[config.mk]
export PLATFORM = sky130hd
export DESIGN_NAME = multicycle_ctrl
export DESIGN_NICKNAME = d
export VERILOG_FILES = /design/src/rtl/multicycle_ctrl.sv
export SDC_FILE = /design/constraint.sdc
export NUM_CORES = 1
export LEC_CHECK = 0
export CAP_MARGIN = 25
export CORE_ASPECT_RATIO = 1.2
export CORE_MARGIN = 4
export CORE_UTILIZATION = 25
export DETAILED_ROUTE_END_ITERATION = 8
export GPL_ROUTABILITY_DRIVEN = 1
export PLACE_DENSITY = 0.46
export SLEW_MARGIN = 20
export SYNTH_ARGS = -nofsm -noshare
export SYNTH_HDL_FRONTEND = slang
export SYNTH_SLANG_ARGS = --single-unit
[constraint.sdc]
create_clock -name clk -period 6.8 [get_ports clk]
set_clock_uncertainty 0.2 [all_clocks]
set_input_delay 1.36 -clock clk [delete_from_list [all_inputs] [get_ports clk]]
set_output_delay 1.36 -clock clk [all_outputs]
set_load 0.01 [all_outputs]
[src/rtl/multicycle_ctrl.sv]
// Multi-cycle control FSM for the 16-bit RISC core: sequences fetch/decode/execute/
// memory/write-back, drives datapath strobes, and counts retired instructions.
module multicycle_ctrl #(
    parameter int CNT_W = 16
) (
    input  logic             clk,
    input  logic             rst_n,
    input  logic [3:0]       opcode,
    input  logic             zero,
    input  logic             mem_ready,
    output logic             irwr,
    output logic             pcwr,
    output logic [1:0]       pc_src,
    output logic             mem_rd,
    output logic             mem_wr,
    output logic             regwr,
    output logic             mem_to_reg,
    output logic             alu_src,
    output logic [3:0]       alu_op,
    output logic             halted,
    output logic [2:0]       state,
    output logic [CNT_W-1:0] instr_count
);

    typedef enum logic [2:0] {
        S_FETCH  = 3'd0,
        S_DECODE = 3'd1,
        S_EXEC   = 3'd2,
        S_MEM    = 3'd3,
        S_WB     = 3'd4,
        S_HALT   = 3'd5
    } state_t;

    localparam logic [3:0] OP_ADDI = 4'h8;
    localparam logic [3:0] OP_LD   = 4'h9;
    localparam logic [3:0] OP_ST   = 4'hA;
    localparam logic [3:0] OP_BEQ  = 4'hB;
    localparam logic [3:0] OP_BNE  = 4'hC;
    localparam logic [3:0] OP_JMP  = 4'hD;
    localparam logic [3:0] OP_NOP  = 4'hE;
    localparam logic [3:0] OP_HLT  = 4'hF;

    localparam logic [1:0] PC_INC  = 2'd0;
    localparam logic [1:0] PC_OFFS = 2'd1;
    localparam logic [1:0] PC_JUMP = 2'd2;

    state_t           state_q, state_d;
    logic             run_q;
    logic [CNT_W-1:0] cnt_q, cnt_d;
    logic             retire;

    // run_q holds off the first fetch until a clock edge has seen rst_n released.
    always_ff @(posedge clk or negedge rst_n) begin
        if (!rst_n) begin
            state_q <= S_FETCH;
            run_q   <= 1'b0;
            cnt_q   <= '0;
        end else begin
            state_q <= state_d;
            run_q   <= 1'b1;
            cnt_q   <= cnt_d;
        end
    end

    always_comb begin
        state_d    = state_q;
        retire     = 1'b0;
        irwr       = 1'b0;
        pcwr       = 1'b0;
        pc_src     = PC_INC;
        mem_rd     = 1'b0;
        mem_wr     = 1'b0;
        regwr      = 1'b0;
        mem_to_reg = 1'b0;
        alu_src    = 1'b0;
        alu_op     = 4'h0;
        halted     = 1'b0;

        case (state_q)
            S_FETCH: begin
                if (run_q) begin
                    mem_rd = 1'b1;
                    if (mem_ready) begin
                        irwr    = 1'b1;
                        pcwr    = 1'b1;
                        pc_src  = PC_INC;
                        state_d = S_DECODE;
                    end
                end
            end
            S_DECODE: begin
                if (opcode == OP_NOP) begin
                    retire  = 1'b1;
                    state_d = S_FETCH;
                end else if (opcode == OP_HLT) begin
                    state_d = S_HALT;
                end else begin
                    state_d = S_EXEC;
                end
            end
            S_EXEC: begin
                if (opcode <= 4'h7) begin
                    alu_op  = opcode;
                    state_d = S_WB;
                end else if (opcode == OP_ADDI) begin
                    alu_src = 1'b1;
                    state_d = S_WB;
                end else if (opcode == OP_LD || opcode == OP_ST) begin
                    alu_src = 1'b1;
                    state_d = S_MEM;
                end else if (opcode == OP_BEQ || opcode == OP_BNE) begin
                    alu_op  = 4'h1;
                    pcwr    = (opcode == OP_BEQ) ? zero : ~zero;
                    pc_src  = PC_OFFS;
                    retire  = 1'b1;
                    state_d = S_FETCH;
                end else begin
                    // Only JMP reaches here; NOP and HLT never leave DECODE for EXEC.
                    pcwr    = 1'b1;
                    pc_src  = PC_JUMP;
                    retire  = 1'b1;
                    state_d = S_FETCH;
                end
            end
            S_MEM: begin
                if (opcode == OP_LD) begin
                    mem_rd = 1'b1;
                end else begin
                    mem_wr = 1'b1;
                end
                if (mem_ready) begin
                    if (opcode == OP_LD) begin
                        state_d = S_WB;
                    end else begin
                        retire  = 1'b1;
                        state_d = S_FETCH;
                    end
                end
            end
            S_WB: begin
                regwr      = 1'b1;
                mem_to_reg = (opcode == OP_LD);
                retire     = 1'b1;
                state_d    = S_FETCH;
            end
            S_HALT: begin
                halted = 1'b1;
            end
            default: begin
                state_d = S_FETCH;
            end
        endcase
    end

    assign cnt_d       = cnt_q + CNT_W'(retire);
    assign state       = state_q;
    assign instr_count = cnt_q;

endmodule

==> flow_summary.yaml, run 1 <==
sta:
  fin_setup_tns_ns: 0
  fmax_mhz: 206
  rsz0062_at_grt: "false"
  min_period_ns: 4.85
  hold_viol: 0
  setup_violations: 0
  maxSlewViolCount: 0
  post-route-period-util_pct: 71.4
clock_tree:
  h-tree-depth: 1
  cts_tree: "done"
  cts_resized: 0
  cts.clk_slew.worst_paths_ns: 0.07
  clk_latency_ns: 0.25
  cts_buffers: 3
  cts_setup_buffers: 0
  cts_hold_buf: 0
  clockBufferDepth: 2
  cts_root_buffer: "clkbuf_8"
  clock-sinks: 20
routing:
  drc_errors: 0
  via_per_inst: 4.73
  drtIter0Drc: 102
  vias: 1069
  routedWlPerCell_um: 13.4
  dr.pass1.iters: 4
  wirelength_um: 3030
  antenna_left: 0
floorplan:
  die_x_um: 71.6
  core_area_mm2: 0.00463
  pin_count: 41
  start_util_pct: 26.2
  die-area_mm2: 0.00604
  die_y_um: 84.3
  row_count: 27
synth:
  ys_async_sr_fraction_pct: 100
  avgSynthCellArea_um2: 9.13
  synth_nets: 143
  synth_cells: 133
  yosysWarningCount: 0
  yosysSeqAreaShare_pct: 41.2
  syn_area_mm2: 0.00121
  synth.distinct_cells: 37
  synth_edf_count: 0
  ys_ff_latch: 20
  synthFlopType: "dfrtp_1"
hold_path:
  min_from: "instr_count[15]"
  hp-class: "flip-flop to flip-flop"
worst_setup_path:
  required_ns: 5.24
  slowest_delay_ns: 0.62
  cp-end-kind: "output pin"
  crit_top_cell: "clkdlybuf4s50_1"
  cp_cell_sequence: "clkdlybuf4s50_1 -> nor2_1 -> nand3_1 -> o31ai_1 -> and2_1 -> clkdlybuf4s50_1"
  cp.arrival_ns: 3.29
  startpoint: "opcode[2]"
  crit_slowest_cell: "clkdlybuf4s50_1"
  crit_fanout: 14
  crit_type: "primary input to output pin"
  start_kind: "primary input"
  r2r_start: "state[0]"
power:
  total_power_mw: 0.487
  power_density_mw_per_mm2: 284
  p_leak_nw: 0.702
  vdd_ir_drop_max_mv: 0.146
place:
  gp_congestion: 0.805
  postPlaceCellArea_mm2: 0.00163
  port_buffers: 39
  dpl.hpwl_um: 2280
global_route:
  grt_max_degree: 21
  grt_use_total_pct: 10.4
  grt_pass1_wl_um: 5110
  grt_antenna_before_repair: 0
  grt.overflow.total: 0
  grt_pass1_vias: 1075
layout:
  n_antenna_cell: 0
  syn2layout_area_growth_pct: 41.1
  fin_nets: 179
  fin_util_pct: 37.0
  final_area_mm2: 0.00171
  final_layout_size_suffix_gt1_share_pct: 4.76
outcome:
  status: "complete, no violations"
flow_run:
  maxCapViolations: 0
registers in the layout, indices dropped and copies added, names as in the netlist:
name,cells
state,3
run_q,1
instr_count,16
routing by layer:
| metal | up-vias | track usage [%] | share of wire [%] |
|---|---|---|---|
| li1 | 535 | - | - |
| met1 | 490 | 13.0 | 43 |
| met2 | 40 | 16.5 | 47 |
| met3 | 4 | 2.63 | 7.6 |
| met4 | 0 | 4.96 | 1.5 |
| met5 | - | 0 | 0 |
metrics by stage:
stage / hold WS, ns / cells / setup slack (ns)
floorplan: 0.307 / 133 / 3.11
global placement: 0.262 / 221 / 2.01
detailed placement: 0.269 / 221 / 1.97
CTS: 0.282 / 225 / 1.97
global route: 0.320 / 226 / 1.82
finish: 0.271 / 226 / 1.95
kinds of logic after synthesis:
| kind of cell | Yosys count | share of synthesized area [%] |
|---|---|---|
| flip-flops | 20 | 41.2 |
| buffers and inverters | 13 | 5.05 |
| adder cells (fa/ha/maj) | 2 | 2.06 |
| AO/OA/AOI/OAI | 23 | 12.4 |
| other | 2 | 0.619 |
| AND/OR/NAND/NOR | 58 | 27.8 |
| XOR/XNOR | 15 | 10.8 |
critical path, delay by kind of cell:
kind / cells / cell delay, ns
AO/OA/AOI/OAI: 1 / 0.22
AND/OR/NAND/NOR: 3 / 0.56
buffers and inverters: 2 / 1.15
Yosys cell counts, types with 2 or more instances:
master     n  area, µm²
xor2_1     4       35.0
buf_2      4       20.0
inv_1      4       15.0
o21ai_0    3       15.0
nor2_1    11       41.3
xnor2_1   11       96.3
dfrtp_1   20        500
ha_1       2       25.0
a32oi_1    2       17.5
nand2_1   10       37.5
nand4_1    3       18.8
a21oi_1    7       35.0
and3_1     5       31.3
buf_4      2       15.0
nor2b_1    2       12.5
clkbuf_1   3       11.3
o211ai_1   2       15.0
nor3_1     5       25.0
nand2b_1   2       12.5
conb_1     2       7.51
nand3b_1   2       15.0
and2_1     2       12.5
o31ai_1    3       22.5
nand3_1    9       45.0
cell type report:
class,instances,area (µm²)
Clock inverter,1,30.0
Timing Repair Buffer,40,402
Clock buffer,3,41.3
Fill cell,459,2920
Sequential cell,20,500
Multi-Input combinational cell,100,652
Tap cell,58,72.6
Inverter,4,15.0
final timing paths:
path	to	slack, ns	cells after the start
max	mem_rd	1.95	6
min	instr_count[15]	0.27	1
max reg2reg	instr_count[12]	3.84	10
min reg2reg	instr_count[15]	0.27	1
max in group asynchronous	instr_count[0]	4.86	2
min in group asynchronous	instr_count[10]	1.14	1
where the power goes:
group	total [mW]	internal [mW]	switching (mW)
registers	0.189	0.141	0.0476
logic	0.182	0.0964	0.0860
clock network	0.116	0.0785	0.0374
layout by cell type, fill, tap and decap left out, types with 2 or more instances in the layout:
cell and count:
nand3b_1 2, a32oi_1 2, nor3_1 5, o21ai_0 3, a21oi_1 7, dfrtp_1 20, xor2_1 4, nor2_1 11
o211ai_1 2, conb_1 2, and3_1 5, nand3_1 9, clkdlybuf4s50_1 39, nand2b_1 2, nor2b_1 2, nand2_1 10
o31ai_1 3, ha_1 2, inv_1 4, and2_1 2, xnor2_1 11, clkbuf_8 3, nand4_1 3
No activity file was read; power rests on OpenSTA's default activity.
==> run 2: changes to the inputs <==
==> constraint.sdc (replaced) <==
create_clock -name clk -period 4.7 [get_ports clk]
set_clock_uncertainty 0.2 [all_clocks]
set_input_delay 0.94 -clock clk [delete_from_list [all_inputs] [get_ports clk]]
set_output_delay 0.94 -clock clk [all_outputs]
set_load 0.01 [all_outputs]
==> run 2 against run 1 <==
Total power rose by 36%. Cell count did not move. Worst setup slack worse by 1.3 ns. Via count rose by 1.9%. First-iteration DRC count is 9.8% lower. Clock power grew 9%. Wire length increased by 0.13%. Critical path type unchanged.
==> flow_summary.yaml, run 2 (same netlist as run 1, synthesis figures left out) <==
floorplan:
  die-area_mm2: 0.00604
  die_y_um: 84.3
  pin_count: 41
  core_area_mm2: 0.00463
  die_x_um: 71.6
  row_count: 27
  start_util_pct: 26.2
clock_tree:
  clockBufferDepth: 2
  cts_hold_buf: 0
  cts_root_buffer: "clkbuf_8"
  cts.clk_slew.worst_paths_ns: 0.07
  clk_latency_ns: 0.25
  h-tree-depth: 1
  cts_resized: 0
  cts_setup_buffers: 0
  cts_buffers: 3
  cts_tree: "done"
  clock-sinks: 20
power:
  p_seq_share_pct: 40.9
  vdd_ir_drop_max_mv: 0.200
  power.share.combinational_pct: 40.0
  power.net_switching_mw: 0.245
  swShare_pct: 36.9
  p_leak_nw: 0.697
  clkPwrFrac_pct: 19.1
  internal-power_mw: 0.418
  power_density_mw_per_mm2: 390
place:
  port_buffers: 39
  gp_congestion: 0.805
  dpl.hpwl_um: 2290
  dp_cells: 221
  postPlaceCellArea_mm2: 0.00163
worst_setup_path:
  crit_buf_inv: 2
  crit_fanout: 14
  r2r_start: "state[0]"
  crit_slowest_cell: "clkdlybuf4s50_1"
  cpLargestDelayFamily: "buffers and inverters"
  slowest_delay_ns: 0.61
  cp.arrival_ns: 2.86
  crit_type: "primary input to output pin"
  cp-end-kind: "output pin"
  required_ns: 3.56
  start_kind: "primary input"
  cp_cell_sequence: "clkdlybuf4s50_1 -> nor2_1 -> nand3_1 -> o31ai_1 -> and2_1 -> clkdlybuf4s50_1"
  startpoint: "opcode[2]"
  crit_top_cell: "clkdlybuf4s50_1"
layout:
  final_area_mm2: 0.00170
  seq_area_um2: 500
  largest_reg_flops: 16
  n_antenna_cell: 0
  multiInputGateArea_um2: 652
  final_layout_size_suffix_gt1_share_pct: 4.76
  fin_nets: 179
  fillers: 454
  syn2layout_area_growth_pct: 40.1
  layout_common_cells: "clkdlybuf4s50_1 (39), dfrtp_1 (20), nor2_1 (11), xnor2_1 (11), nand2_1 (10)"
  final_common_cell: "clkdlybuf4s50_1"
  final_cells: 226
global_route:
  met2_usage_pct: 15.9
  grt_antenna_before_repair: 0
  grt_max_degree: 21
  grt.overflow.total: 0
  grt_use_total_pct: 10.2
  gr-max-usage-layer: "met2"
  gr-usage-met1_pct: 13.1
  gr-usage-met3_pct: 2.40
  grt_pass1_vias: 1067
  grt_pass1_wl_um: 5020
hold_path:
  min_from: "instr_count[15]"
  hp-class: "flip-flop to flip-flop"
sta:
  fmax_mhz: 250
  setup_violations: 0
  fin_setup_tns_ns: 0
  hold_viol: 0
  post-route-period-util_pct: 85.2
  rsz0062_at_grt: "false"
  min_period_ns: 4.00
  maxSlewViolCount: 0
flow_run:
  maxCapViolations: 0
routing:
  routedWlPerCell_um: 13.4
  wirelength_um: 3030
  via_per_inst: 4.82
  drtIter0Drc: 92
  vias: 1089
  drc_errors: 0
  dr.pass1.iters: 4
  antenna_left: 0
outcome:
  status: "complete, no violations"
## run 2: changes by cell type in the layout (fill, tap and decap cells not counted)
| cell | delta |
|---|---|
| bufinv_16 | -1 |
| clkbuf_8 | +1 |
| buf_6 | -1 |
| buf_8 | +1 |
## run 2: final timing paths
check / endpoint / slack, ns / cells past startpoint
max: mem_rd / 0.70 / 6
min: instr_count[15] / 0.27 / 1
max reg2reg: instr_count[12] / 1.75 / 10
min reg2reg: instr_count[15] / 0.27 / 1
max in group asynchronous: run_q / 3.19 / 2
min in group asynchronous: instr_count[11] / 0.72 / 1
## run 2: per-stage QoR
| stage | setup slack [ns] | util (%) | hold WS (ns) | total power [mW] |
|---|---|---|---|---|
| 2_1_floorplan | 1.80 | - | 0.307 | 0.401 |
| 3_5_place_dp | 0.714 | 35.2 | 0.264 | 0.539 |
| 3_3_place_gp | 0.748 | 35.2 | 0.262 | 0.540 |
| 5_1_grt | 0.586 | 36.7 | 0.318 | 0.719 |
| 6_report | 0.695 | 36.7 | 0.268 | 0.663 |
| 4_1_cts | 0.708 | 36.4 | 0.277 | 0.670 |
## run 2: power groups by stage
stage | clock, mW | combinational [mW] | sequential (mW)
2_1_floorplan | 0 | 0.143 | 0.258
3_3_place_gp | 0 | 0.266 | 0.273
3_5_place_dp | 0 | 0.266 | 0.273
4_1_cts | 0.132 | 0.267 | 0.270
5_1_grt | 0.142 | 0.296 | 0.281
6_report | 0.127 | 0.265 | 0.272
## run 2: area by class of cell
class	instances	share of cell area, %
Multi-Input combinational cell	100	38.3
Sequential cell	20	29.4
Timing Repair Buffer	40	23.8
Tap cell	58	4.27
Clock buffer	4	3.24
Inverter	4	0.883
## run 2: metal layers
| metal | up-vias | routed length [µm] |
|---|---|---|
| li1 | 539 | - |
| met1 | 498 | 1360 |
| met2 | 46 | 1390 |
| met3 | 6 | 227 |
| met4 | 0 | 57 |
| met5 | - | 0 |
